<file path="src/rtl/inst_axi_bridge.sv">
// Read-only bridge from the IF stage's sram-like instruction port to a single-beat AXI3 read channel.
// Latency: addrok is same-cycle combinational, AR issues the next cycle; R->IF is 0 cycles (1 cycle with INST_BRIDGE_RDATA_REG_EN).
// Backpressure: addrok is withheld while an AR is pending or MAX_OUTSTANDING reads are in flight; rready is always 1 out of reset.
//
// Ports:
//   clk, reset               clock, asynchronous active-high reset
//   inst_sram_*              IF request port (wr/wstrb/wdata are ignored; every access is a read)
//   ar*                      AXI3 read-address channel (single beat, INCR, constant id AXI_ID)
//   r*                       AXI3 read-data channel (rid/rresp/rlast are ignored)
//
// Optional feature: define INST_BRIDGE_RDATA_REG_EN to register dataok/rdata by one cycle.
module inst_axi_bridge #(
  parameter int         MAX_OUTSTANDING = 2,
  parameter logic [3:0] AXI_ID          = 4'd0
) (
  input  logic        clk,
  input  logic        reset,
  // IF-side sram-like port
  input  logic        inst_sram_req,
  input  logic        inst_sram_wr,
  input  logic [1:0]  inst_sram_size,
  input  logic [31:0] inst_sram_addr,
  input  logic [3:0]  inst_sram_wstrb,
  input  logic [31:0] inst_sram_wdata,
  output logic        inst_sram_addrok,
  output logic        inst_sram_dataok,
  output logic [31:0] inst_sram_rdata,
  // AXI3 AR channel
  output logic [3:0]  arid,
  output logic [31:0] araddr,
  output logic [3:0]  arlen,
  output logic [2:0]  arsize,
  output logic [1:0]  arburst,
  output logic [1:0]  arlock,
  output logic [3:0]  arcache,
  output logic [2:0]  arprot,
  output logic        arvalid,
  input  logic        arready,
  // AXI3 R channel
  input  logic [3:0]  rid,
  input  logic [31:0] rdata,
  input  logic [1:0]  rresp,
  input  logic        rlast,
  input  logic        rvalid,
  output logic        rready
);

  typedef enum logic {AR_IDLE, AR_WAIT} ar_state_e;

  localparam logic [1:0] MAX_CNT = 2'(MAX_OUTSTANDING);

  ar_state_e   ar_state_q;
  logic        arvalid_q;
  logic [31:0] araddr_q;
  logic [2:0]  arsize_q;
  logic [1:0]  cnt_q, cnt_d;
  logic        addrok;
  logic        dataok;

  // Write-side and response-metadata inputs have no function on a read-only, single-ID, single-beat path.
  logic unused_inputs;
  assign unused_inputs = ^{inst_sram_wr, inst_sram_wstrb, inst_sram_wdata, rid, rresp, rlast};

  // A request still waiting on AR already counts in cnt_q, so the limit covers it too.
  assign addrok = !reset && (ar_state_q == AR_IDLE) && inst_sram_req && (cnt_q < MAX_CNT);
  assign inst_sram_addrok = addrok;

  // AR channel FSM; arvalid is a registered output of the FSM.
  always_ff @(posedge clk or posedge reset) begin
    if (reset) begin
      ar_state_q <= AR_IDLE;
      arvalid_q  <= 1'b0;
      araddr_q   <= 32'd0;
      arsize_q   <= 3'd0;
    end else begin
      case (ar_state_q)
        AR_IDLE: begin
          if (addrok) begin
            araddr_q   <= inst_sram_addr;
            arsize_q   <= {1'b0, inst_sram_size};
            arvalid_q  <= 1'b1;
            ar_state_q <= AR_WAIT;
          end
        end
        AR_WAIT: begin
          if (arready) begin
            arvalid_q  <= 1'b0;
            ar_state_q <= AR_IDLE;
          end
        end
        default: begin
          arvalid_q  <= 1'b0;
          ar_state_q <= AR_IDLE;
        end
      endcase
    end
  end

  assign arid    = AXI_ID;
  assign araddr  = araddr_q;
  assign arlen   = 4'd0;
  assign arsize  = arsize_q;
  assign arburst = 2'b01;
  assign arlock  = 2'd0;
  assign arcache = 4'd0;
  assign arprot  = 3'd0;
  assign arvalid = arvalid_q;

  // Bridge can always sink a beat: IF consumes dataok unconditionally.
  assign rready = ~reset;

`ifdef INST_BRIDGE_RDATA_REG_EN
  logic        dataok_q;
  logic [31:0] rdata_q;

  always_ff @(posedge clk or posedge reset) begin
    if (reset) begin
      dataok_q <= 1'b0;
      rdata_q  <= 32'd0;
    end else begin
      dataok_q <= rvalid && rready;
      if (rvalid && rready) begin
        rdata_q <= rdata;
      end
    end
  end

  assign dataok          = dataok_q;
  assign inst_sram_rdata = rdata_q;
`else
  assign dataok          = rvalid && rready;
  assign inst_sram_rdata = rdata;
`endif

  assign inst_sram_dataok = dataok;

  // Outstanding counter; a beat with nothing outstanding (left over from a reset) must not wrap it.
  always_comb begin
    cnt_d = cnt_q;
    case ({addrok, dataok})
      2'b10:   cnt_d = cnt_q + 2'd1;
      2'b01:   cnt_d = (cnt_q != 2'd0) ? cnt_q - 2'd1 : 2'd0;
      default: cnt_d = cnt_q;
    endcase
  end

  always_ff @(posedge clk or posedge reset) begin
    if (reset) begin
      cnt_q <= 2'd0;
    end else begin
      cnt_q <= cnt_d;
    end
  end

endmodule
</file>
<file path="config.mk">
export PLATFORM = sky130hd
export DESIGN_NAME = inst_axi_bridge
export DESIGN_NICKNAME = d
export VERILOG_FILES = /design/src/rtl/inst_axi_bridge.sv
export SDC_FILE = /design/constraint.sdc
export NUM_CORES = 1
export LEC_CHECK = 0
export ABC_AREA = 1
export BUFFER_PORTS_ARGS = -buffer_cell sky130_fd_sc_hd__buf_2
export CORE_AREA = 2 2 80 82
export CTS_CLUSTER_SIZE = 20
export DETAILED_ROUTE_END_ITERATION = 16
export DIE_AREA = 0 0 82 84
export GPL_TIMING_DRIVEN = 0
export PLACE_DENSITY = 0.76
export SLEW_MARGIN = 20
export SYNTH_ARGS = -nofsm -noshare
export SYNTH_HDL_FRONTEND = slang
export SYNTH_SLANG_ARGS = --single-unit
</file>
<file path="constraint.sdc">
create_clock -name clk -period 2.2 [get_ports clk]
set_input_delay 0.44 -clock clk [delete_from_list [all_inputs] [get_ports clk]]
set_output_delay 0.44 -clock clk [all_outputs]
set_load 0.01 [all_outputs]
</file>
After elaboration in Yosys (flattened, before gate mapping). Cells that the tools add are included.

Bits of input ports: 115. Flip-flop bits (word level): 38. Output and inout bits: 90.

$add $sub $neg: 2. Order comparisons: 1. Reductions and logical operators: 9. Bitwise logic cells: 2. Mux-type cells: 8. Equal/unequal tests: 4.

Operator list (count): $logic_and A1 B1 Y1 (4); $mux W1 (4); $ne A2 B2 Y1 const B (2); $pmux W1 S2 (2); $pmux W2 S2 (1); $reduce_and A2 Y1 (2); $reduce_bool A2 Y1 (2); $add A2 B1 Y2 const B (1); $eq A2 B1 Y1 const B (1); $eq A2 B2 Y1 const B (1); $lt A2 B2 Y1 const B (1); $mux W2 (1); $not A1 Y1 (2); $sub A2 B1 Y2 const B (1); $logic_not A1 Y1 (1).

Logic depth before layout (Yosys ltp).
Word-level depth: 6. Gate-level depth with buffers: 9.

Worst setup path before layout. OpenSTA, ideal clock, no wires.

Path kind: input to output. Start point: input port reset. End point: output port rready. Setup slack: 0.473 ns. Data arrival time: 1.287 ns. Buffers on the path: 0. Stages on the path: 1. Required time: 1.760 ns. Cells stage by stage: inv_1.

Cells in the longest elaborated chain, start to end: 1.

Ends and longest elaborated chain: start: declaration (RTL line 17) `input logic reset,`; $not A1 Y1 (RTL line 110) `assign rready = ~reset;`; end: declaration (RTL line 45) `output logic rready`.

Every way passes these cells.

Worst setup path after layout.
Start point: register cnt_q[1]. End point: output port inst_sram_addrok.

Cells in the longest elaborated chain, start to end: 2.

Ends and longest elaborated chain: start: declaration (RTL line 56) `logic [1:0] cnt_q, cnt_d;`; start signal: assignment (RTL line 151) `cnt_q <= cnt_d;`; $lt A2 B2 Y1 (RTL line 65) `assign addrok = !reset && (ar_state_q == AR_IDLE) && inst_sram_req && (cnt_q < MAX_CNT);`; $logic_and A1 B1 Y1 (RTL line 65); end: declaration (RTL line 25) `output logic inst_sram_addrok,`.

Every way passes these cells.

==> results_dict.tcl <==
set metrics [dict create \
    antenna_found_initial 1 \
    fp.dieW_um 82 \
    grt_max_degree 25 \
    syn_inst 232 \
    path_cells "nor2_4 > nand2_1 > buf_2 > inv_1 > buf_2" \
    cts_tree "built" \
    numPortBuffers 108 \
    core_region_area_um2 6096 \
    holdWs_ns 0.1664 \
    drt_wl_total_mm 4.515 \
    power_w 0.002971 \
    crit_type "flop to primary output" \
    cp_max_fo 10 \
    rows 29 \
    path_buf_inv 3 \
    grt_use_total_pct 12.82 \
    hold_class "primary input to async pin" \
    slew_violations 0 \
    syn_area_per_cell_um2 8.580 \
    cts_inserted_buffers 5 \
    cp.arrival_ns 1.43 \
    num_vias 1838 \
    fin_area_um2 2829 \
    cpMostUsedCell "buf_2" \
    cp_slowest_cell "dfrtp_1" \
    grt_pass1_wl_mm 6.824 \
    ys_seq_area_share_pct 47.77 \
    overflow 0 \
    post-route-period-util_pct 84.82 \
    place_congestion 0.6765 \
    drtIter0Drc 74 \
    fmax_ghz 0.5359 \
    yosysWarnings 0 \
    cpPeakStageDelay_ns 0.44 \
    synth_seq_cells 38 \
    cts_resized 0 \
    ios 205 \
    drtAntennaViolNets 0 \
    drt_pass1_iterations 5 \
    critPathTopFamily "flip-flops" \
    grt_pass1_vias 1541 \
    viasPerCell 4.140 \
    cts_hold_buf 0 \
    drive_above_1_share_pct 48.77 \
    post_cts_buffers 0 \
    ir_worst_vdd_uv 461.3 \
    clock-root-buffer "clkbuf_8" \
    setup_viol 0 \
    leakagePower_nw 1.740 \
    yosysUniqueCellTypes 14 \
    report.final.hold_viol_count 0 \
    fin_worst_skew_ns 0.003733 \
    diodes 0 \
    post-route-drc-count 0 \
    synth_area_um2 1991 \
    dieArea_um2 6888 \
    clk_pin_slew_ns 0.07 \
    fin_cells 444 \
    clockBufferDepth 2 \
    dpl.cell_count 436 \
    start_util_pct 32.66 \
    die_h_um 84 \
    nFillCells 603 \
    drv_cap 0 \
    cts_max_level 2 \
    cp_data_required_time_ns 1.76 \
    rsz0062_at_grt "no" \
    insertion_delay_ns 0.28 \
    wire_per_inst_um 10.17 \
    cts.sinks 38 \
    place_hpwl_mm 3.633 \
    status "complete, no violations" \
    cp-end-kind "primary output" \
    nets 484 \
    p_per_area_nw_per_um2 1050 \
    placed_area_um2 2723 \
    syn_to_final_growth_pct 42.11 \
    cp-start-kind "flop" \
    period_minus_slack_ns 1.866 \
]
final cells by class:
| cell class | instances | area, um2 | share of cell area, % |
|---|---|---|---|
| Sequential cell | 38 | 950.9 | 33.61 |
| Clock buffer | 7 | 76.32 | 2.698 |
| Tap cell | 77 | 96.34 | 3.406 |
| Inverter | 9 | 33.78 | 1.194 |
| Buffer | 62 | 454.2 | 16.05 |
| Timing Repair Buffer | 109 | 568.0 | 20.08 |
| Clock inverter | 1 | 30.03 | 1.061 |
| Multi-Input combinational cell | 141 | 619.3 | 21.89 |
state kept, by name (all words and copies together), names as in the netlist:
name	count
cnt_q	2
ar_state_q	1
araddr	32
arsize	2
arvalid	1
metal layers:
| metal | routed length [um] | part of all wire [%] | GRT usage (%) |
|---|---|---|---|
| met5 | 13 | 0.29 | 0 |
| met1 | 1896 | 42 | 15.01 |
| met3 | 501 | 11 | 3.896 |
| met2 | 2074 | 46 | 22.39 |
| met4 | 29 | 0.64 | 3.182 |
power by group:
| part | switching, W | leakage, nW | total, W | internal (W) |
|---|---|---|---|---|
| Sequential | 0.000184 | 0.472 | 0.00122 | 0.00103 |
| Combinational | 0.000663 | 1.22 | 0.00118 | 0.000518 |
| Clock | 0.000234 | 0.0524 | 0.000574 | 0.000339 |
| Total | 0.00108 | 1.74 | 0.00297 | 0.00189 |
cell usage in the layout (no fill, tap or decap), drive strengths merged:
| master | n |
|---|---|
| buf | 170 |
| nand2 | 76 |
| dfrtp | 38 |
| nand3 | 34 |
| conb | 20 |
| inv | 9 |
| clkbuf | 8 |
| o21ai | 4 |
| ha | 3 |
| nor2 | 3 |
| a21oi | 1 |
| bufinv | 1 |
synthesized netlist by cell type:
cell type  number  area (um2)
buf_4          53       397.9
nand3_1        34       170.2
nand2_1        76       285.3
o21ai_0         4       20.02
buf_2           6       30.03
a21oi_1         1       5.000
clkbuf_1        1       3.750
nor2_4          2       22.52
buf_6           2       22.52
ha_1            3       37.54
nor2_1          1       3.750
dfrtp_1        38       950.9
inv_1           9       33.78
conb_1          2       7.510
cells by family (layout without fill, tap and decap cells):
logic type	count (synthesis)	count (layout)	share of synthesized area, %
AND/OR/NAND/NOR	113	113	24.20
buffers and inverters	71	188	24.51
flip-flops	38	38	47.77
AO/OA/AOI/OAI	5	5	1.257
adder cells (fa/ha/maj)	3	3	1.886
other	2	20	0.3773
final timing paths:
check                      startpoint               end  slack, ns  cells after the start
setup reg to reg             cnt_q[1]          cnt_q[0]       0.58                      8
min in group clk              arready        ar_state_q       0.36                      2
setup / recovery             cnt_q[1]  inst_sram_addrok       0.33                      5
max in group asynchronous       reset        araddr[11]       1.60                      3
hold / removal                  reset           arvalid       0.17                      2
hold reg to reg            araddr[19]        araddr[19]       0.47                      2
metrics by stage:
stage          setup slack, ns  util (%)  TNS [ns]
2_1_floorplan           0.4726         -         0
3_3_place_gp           -0.2631     44.21   -0.2631
3_5_place_dp            0.3948     44.66         0
4_1_cts                 0.3010     46.41         0
5_1_grt                 0.2392     46.41         0
6_report                0.3340     46.41         0
No activity file was read; power rests on OpenSTA's default activity.
